==> src/rtl/status_display_controller.sv <==
// Status panel on a VGA raster: one coloured band per module status word,
// with black dividers between bands. The status words are latched once per
// frame at the first blanking line, so a band cannot change colour mid-frame.
module status_display_controller #(
    parameter int NUM_MODULES  = 4,
    parameter int DIV_THICK    = 10,
    parameter int BLINK_FRAMES = 30,
    parameter int H_ACTIVE     = 640,
    parameter int H_FP         = 16,
    parameter int H_SYNC       = 96,
    parameter int H_BP         = 48,
    parameter int V_ACTIVE     = 480,
    parameter int V_FP         = 10,
    parameter int V_SYNC       = 2,
    parameter int V_BP         = 33
) (
    input  logic                     CLOCK_50,
    input  logic                     RESET,
    input  logic [4*NUM_MODULES-1:0] MODULE_STATUS,
    output logic                     VGA_CLK,
    output logic                     VGA_BLANK_N,
    output logic                     VGA_HS,
    output logic                     VGA_VS,
    output logic [7:0]               VGA_R,
    output logic [7:0]               VGA_G,
    output logic [7:0]               VGA_B,
    output logic                     FRAME_START
);
    localparam int H_TOTAL  = H_ACTIVE + H_FP + H_SYNC + H_BP;
    localparam int V_TOTAL  = V_ACTIVE + V_FP + V_SYNC + V_BP;
    localparam int BAND_H   = V_ACTIVE / NUM_MODULES;
    localparam int BAND_END = NUM_MODULES * BAND_H;
    localparam int BW       = (NUM_MODULES > 1) ? $clog2(NUM_MODULES) : 1;
    localparam int FCW      = (BLINK_FRAMES > 1) ? $clog2(BLINK_FRAMES) : 1;

    logic                        r_pix_en;
    logic [9:0]                  r_h, r_v;
    logic [NUM_MODULES-1:0][3:0] r_snap;
    logic [FCW-1:0]              r_frame_cnt;
    logic                        r_blink;
    logic                        r_blank_n, r_hs, r_vs, r_frame_start;
    logic [2:0]                  r_rgb;

    logic          w_active, w_hs_low, w_vs_low, w_snap_now;
    logic          w_in_bands, w_divider;
    logic [BW-1:0] w_band;
    logic [3:0]    w_word;
    logic [2:0]    w_rgb;

    assign w_active   = (r_h < 10'(H_ACTIVE)) && (r_v < 10'(V_ACTIVE));
    assign w_hs_low   = (r_h >= 10'(H_ACTIVE + H_FP)) && (r_h < 10'(H_ACTIVE + H_FP + H_SYNC));
    assign w_vs_low   = (r_v >= 10'(V_ACTIVE + V_FP)) && (r_v < 10'(V_ACTIVE + V_FP + V_SYNC));
    assign w_snap_now = r_pix_en && (r_h == 10'd0) && (r_v == 10'(V_ACTIVE));
    assign w_in_bands = r_v < 10'(BAND_END);
    assign w_word     = r_snap[w_band];

    // Pixel enable: half-rate strobe that doubles as the pixel clock.
    always_ff @(posedge CLOCK_50) begin
        if (RESET) r_pix_en <= 1'b0;
        else       r_pix_en <= ~r_pix_en;
    end

    // Raster position counters, advanced once per pixel.
    always_ff @(posedge CLOCK_50) begin
        if (RESET) begin
            r_h <= '0;
            r_v <= '0;
        end else if (r_pix_en) begin
            if (r_h == 10'(H_TOTAL - 1)) begin
                r_h <= '0;
                r_v <= (r_v == 10'(V_TOTAL - 1)) ? 10'd0 : r_v + 10'd1;
            end else begin
                r_h <= r_h + 10'd1;
            end
        end
    end

    // Band index and divider detection via constant-threshold comparators.
    always_comb begin
        w_band    = '0;
        w_divider = 1'b0;
        for (int k = 1; k < NUM_MODULES; k++) begin
            if (r_v >= 10'(k * BAND_H))
                w_band = BW'(k);
            if ((r_v >= 10'(k * BAND_H - DIV_THICK / 2)) && (r_v < 10'(k * BAND_H + DIV_THICK / 2)))
                w_divider = 1'b1;
        end
    end

    // Colour decode of the latched word; black outside bands, on dividers and in blanking.
    always_comb begin
        w_rgb = 3'b000;
        if (w_active && w_in_bands && !w_divider) begin
            if (w_word[3] && r_blink) begin
                w_rgb = 3'b111;
            end else begin
                case (w_word[1:0])
                    2'b00:   w_rgb = 3'b010;
                    2'b01:   w_rgb = 3'b110;
                    2'b10:   w_rgb = 3'b100;
                    default: w_rgb = 3'b001;
                endcase
            end
        end
    end

    // Single output register stage keeps sync, blank and colour aligned.
    always_ff @(posedge CLOCK_50) begin
        if (RESET) begin
            r_blank_n <= 1'b0;
            r_hs      <= 1'b1;
            r_vs      <= 1'b1;
            r_rgb     <= 3'b000;
        end else if (r_pix_en) begin
            r_blank_n <= w_active;
            r_hs      <= ~w_hs_low;
            r_vs      <= ~w_vs_low;
            r_rgb     <= w_rgb;
        end
    end

    // Once-per-frame status latch, frame counter and blink phase.
    always_ff @(posedge CLOCK_50) begin
        if (RESET) begin
            r_frame_start <= 1'b0;
            r_snap        <= {NUM_MODULES{4'b0011}};
            r_frame_cnt   <= '0;
            r_blink       <= 1'b0;
        end else begin
            r_frame_start <= w_snap_now;
            if (w_snap_now) begin
                r_snap <= MODULE_STATUS;
                if (r_frame_cnt == FCW'(BLINK_FRAMES - 1)) begin
                    r_frame_cnt <= '0;
                    r_blink     <= ~r_blink;
                end else begin
                    r_frame_cnt <= r_frame_cnt + 1'b1;
                end
            end
        end
    end

    assign VGA_CLK     = r_pix_en;
    assign VGA_BLANK_N = r_blank_n;
    assign VGA_HS      = r_hs;
    assign VGA_VS      = r_vs;
    assign VGA_R       = {8{r_rgb[2]}};
    assign VGA_G       = {8{r_rgb[1]}};
    assign VGA_B       = {8{r_rgb[0]}};
    assign FRAME_START = r_frame_start;
endmodule

==> config.mk <==
export PLATFORM = sky130hd
export DESIGN_NAME = status_display_controller
export DESIGN_NICKNAME = d
export VERILOG_FILES = /design/src/rtl/status_display_controller.sv
export SDC_FILE = /design/constraint.sdc
export NUM_CORES = 1
export LEC_CHECK = 0
export ABC_AREA = 1
export BUFFER_PORTS_ARGS = -buffer_cell sky130_fd_sc_hd__clkbuf_2
export CAP_MARGIN = 20
export CORE_MARGIN = 10
export CORE_UTILIZATION = 40
export CTS_CLUSTER_DIAMETER = 100
export DETAILED_ROUTE_END_ITERATION = 8
export PLACE_DENSITY = 0.58
export SYNTH_ARGS = -nofsm -noshare
export SYNTH_HDL_FRONTEND = slang
export SYNTH_SLANG_ARGS = --single-unit
export TNS_END_PERCENT = 5
==> constraint.sdc <==
create_clock -name CLOCK_50 -period 3.7 [get_ports CLOCK_50]
set_input_delay 0.555 -clock CLOCK_50 [delete_from_list [all_inputs] [get_ports CLOCK_50]]
set_output_delay 0.555 -clock CLOCK_50 [all_outputs]
set_load 0.05 [all_outputs]
# Word-level counts from Yosys, hierarchy flattened
# Index checks and enable logic that the tools add are counted.
# classes
add_sub_neg	3
magnitude_cmp	16
eq_ne	6
muxes	14
bitwise	4
n_reduce_logical	16
# op_table
op	count
>= comparator 10 x 9 -> 1 bit (second input constant)	3
less-than comparator 10 x 9 -> 1 bit (second input constant)	3
adder 10 x 1 -> 10 bit (second input constant)	2
equality test 10 bit (second input constant)	2
>= comparator 10 x 7 -> 1 bit (second input constant)	2
>= comparator 10 x 8 -> 1 bit (second input constant)	2
less-than comparator 10 bit (second input constant)	2
2-to-1 mux 10 bit	2
logical AND 1 bit	11
equality test 10 x 9 -> 1 bit (second input constant)	1
>= comparator 10 bit (second input constant)	1
logical NOT 10 bit	1
less-than comparator 10 x 7 -> 1 bit (second input constant)	1
less-than comparator 10 x 8 -> 1 bit (second input constant)	1
case mux 3 bit (3 select lines)	1
binary-select mux 4 bit (select 2 bit)	1
2-to-1 mux 3 bit	2
adder 5 x 1 -> 5 bit (second input constant)	1
equality test 5 bit (second input constant)	1
2-to-1 mux 5 bit	1
2-to-1 mux 1 bit	4
2-to-1 mux 2 bit	2
2-to-1 mux 4 bit	1
NOT 1 bit	4
other kinds (6)	7
# totals
ff_bits	50
in_bits	18
out_inout_bits	29
word_cells	73

# Logic depth before layout (Yosys ltp)
# logic_depth
ltp_word	10
ltp_mapped	16
ltp_nobuf	15

# Least setup slack after synthesis
# No wires, ideal clock.
# synth_timing
path_type	flip-flop to flip-flop
start	register r_pix_en (netlist: VGA_CLK)
end	register r_snap[3] in the netlist's numbering
setup_ns	0.119
arrival_ns	1.760
required_time_ns	3.581
setup_slack_ns	1.821
path_stages_with_launch	8
n_path_buf	2
synth_period_minus_slack_ns	1.879
path_cell_list	dfxtp_1 inv_2 nor4_1 nand3_1 buf_2 buf_2 o21ai_0 a21oi_1
# synth_between
elab_chain_len	2
# synth_lines
item	line_no	text
start, declared	36	logic r_pix_en;
start signal, assigned	60	else r_pix_en <= ~r_pix_en;
logical AND 1 bit (2 in series)	53	assign w_snap_now = r_pix_en && (r_h == 10'd0) && (r_v == 10'(V_ACTIVE));
end signal, assigned	126	r_snap <= {NUM_MODULES{4'b0011}};
end, declared	38	logic [NUM_MODULES-1:0][3:0] r_snap;
# Every way passes these cells.
# A chain may end at the register's enable or synchronous reset.

# Worst setup path after layout
# layout_timing
start	register r_v[0]
end	register r_frame_cnt[4]
# layout_between
elab_chain_len	2
# layout_lines
item	line_no	text
start, declared	37	logic [9:0] r_h, r_v;
start signal, assigned	71	r_v <= (r_v == 10'(V_TOTAL - 1)) ? 10'd0 : r_v + 10'd1;
equality test 10 x 9 -> 1 bit	53	
logical AND 1 bit	53	
end signal, assigned	137	r_frame_cnt <= r_frame_cnt + 1'b1;
end, declared	39	logic [FCW-1:0] r_frame_cnt;
# Every way passes these cells.

==> impl_metrics.toml <==
[clock_tree]
ctsHoldBuffers = 0
clkTransAtPathRegs_ns = 0.08
cts_resized = 0
h-tree-depth = 2
clockRootBuffer = "clkbuf_8"
cts_setup_buffers = 0
numCtsBuffers = 5
cts_tree = "built"
clockBufferDepth = 2
clock-sinks = 46
clk-insertion-delay-late_ns = 0.30

[outcome]
outcome = "finished, final reports clean"

[pwr]
p_per_area_nw_per_um2 = 309
peakVddDrop_mv = 0.176
p_leak_nw = 1.32
power_w = 0.000876

[global_routing]
antenna_found_initial = 0
grt_first_pass_wirelength_um = 10200
grt.total_usage_pct = 11.8
grt_pass1_vias = 2250
grt_max_degree = 21
grt_remaining_overflow = 0

[final_layout]
drive_above_1_share_pct = 16.5
most-common-layout-cells = "nand2_1 (73), inv_1 (50), dfxtp_1 (46), nor2_1 (43), clkbuf_2 (42)"
seq_area_um2 = 921
layout.cells.non_filler = 478
multiInputGateArea_um2 = 1320
fill_cells = 684
diodes = 0
area_growth_pct = 6.35
final_common_cell = "nand2_1"
fin_nets = 428
final_util_pct = 44.1

[floorplan]
die-area_um2 = 10300
rows = 29
die_w_um = 102
core_area_um2 = 6420
pin_count = 47
start_util_pct = 41.4
fp.dieH_um = 102

[critical_path]
startpoint_type = "register"
crit_required_ns = 3.88
crit_arrival_ns = 2.60
path_class = "reg -> reg"
crit_path_end_kind = "register"
cp_max_fo = 20

[timing]
worstMarginPinSlew_ns = 0.720
final_hold_viol_count = 0
fin_skew_ns = 0.00561
tns_ns = 0
setup_ws_ns = 1.28
fin_crit_sh_pct = 65.3
rsz0062_at_grt = "false"
slew_headroom_pct = 51.9
clock.fmax_mhz = 414
slew_viol_final = 0
fin_crit_ns = 2.42
setup_viol = 0

[run]
maxCapViolCount = 0

[placement]
dp.final_hpwl_um = 4660
place_congestion = 0.854
pre_cts_ws_ns = 1.25
portBuffers = 42
dp.cells = 471

[synth]
synthCells = 382
synth_area_um2 = 2660
syn_avg_cell_area_um2 = 6.97
synth.distinct_cells = 35
postSynth.asyncResetShare_pct = 0
syn-num-nets = 409
synth_edf_count = 0
ys_ff_latch = 46
synth_top_flop_cell = "dfxtp_1"
yosysSeqAreaShare_pct = 34.6
yosys_warnings = 0

[routing]
drc = 0
routed_wl_um = 6050
wl_per_cell_um = 12.7
vias = 2367
ant_nets = 0
vias_per_cell = 4.95
drtIter0Drc = 194
drt_pass1_iterations = 4

[hold_path]
min_path_type = "reg -> reg"
[stage by stage]
step	hold slack [ns]	cell area (um2)
after floorplan	0.421	2660
after global placement	0.433	2750
after detailed placement	0.441	2750
after CTS	0.448	2830
after global routing	0.445	2830
final	0.450	2830
[power breakdown]
group,switching (W),internal (W)
Clock,0.000165,0.000127
Combinational,0.0000609,0.0000189
Sequential,0.00000487,0.000499
Total,0.000231,0.000645
[path summary, 6_finish.rpt]
check        startpoint             end  slack [ns]  depth (start not counted)
max reg2reg      r_v[0]  r_frame_cnt[4]        1.28                          9
min reg2reg   r_snap[3]       r_snap[3]        0.45                          2
min           r_snap[3]       r_snap[3]        0.45                          2
max              r_v[0]  r_frame_cnt[4]        1.28                          9
[metal layers]
layer,wire (um),part of all wire (%),track usage [%],vias up
li1,-,-,-,1239
met3,427,7.1,3.54,5
met4,49,0.81,3.30,0
met1,3000,50,14.9,1055
met2,2570,43,19.0,68
met5,0,0,0,-
[logic make-up (layout without fill, tap and decap cells)]
family                     Yosys count  after routing  synth area share [%]
xor gates and xnor gates             7              7                  2.30
AOI/OAI and AO/OA                   61             61                  12.6
and+or+nand+nor                    175            175                  30.5
DFF                                 46             46                  34.6
buffers and inverters               84            103                  15.7
adders and majority gates            9              9                  4.23
[Yosys cell counts (all sizes together) (4+ instances only)]
master	number	area, um2
inv	53	199
a21oi	26	130
nand4	4	25.0
xor2	5	43.8
ha	9	113
nor3	12	70.1
nand3	26	135
buf	28	209
nor2	46	195
o21ai	23	115
nand2	79	327
dfxtp	46	921
nor4	4	31.3
[sequential cells by signal (all words and copies together) (netlist names)]
register	flops
r_frame_cnt	5
r_v	10
VGA_BLANK_N	1
r_blink	1
VGA_HS	1
VGA_CLK	1
VGA_VS	1
FRAME_START	1
r_rgb	3
r_h	10
r_snap	12
[critical path, cell delays in order (launching register included)]
cell and delay (ns):
dfxtp_1 0.32, inv_1 0.16, ha_1 0.25, inv_1 0.07
nor4_1 0.29, nand3_1 0.56, nor2_1 0.36, nand2_1 0.10
xor2_1 0.14, nor2_1 0.05
[cell type report]
cell class	instances	share of cell area, %
clock inverter	2	0.354
inverter	54	7.16
clock buffer	5	2.43
multi-input combinational	252	46.7
sequential	46	32.5
tap	77	3.40
timing repair buffer	42	7.43
No activity file was read; power rests on OpenSTA's default activity.
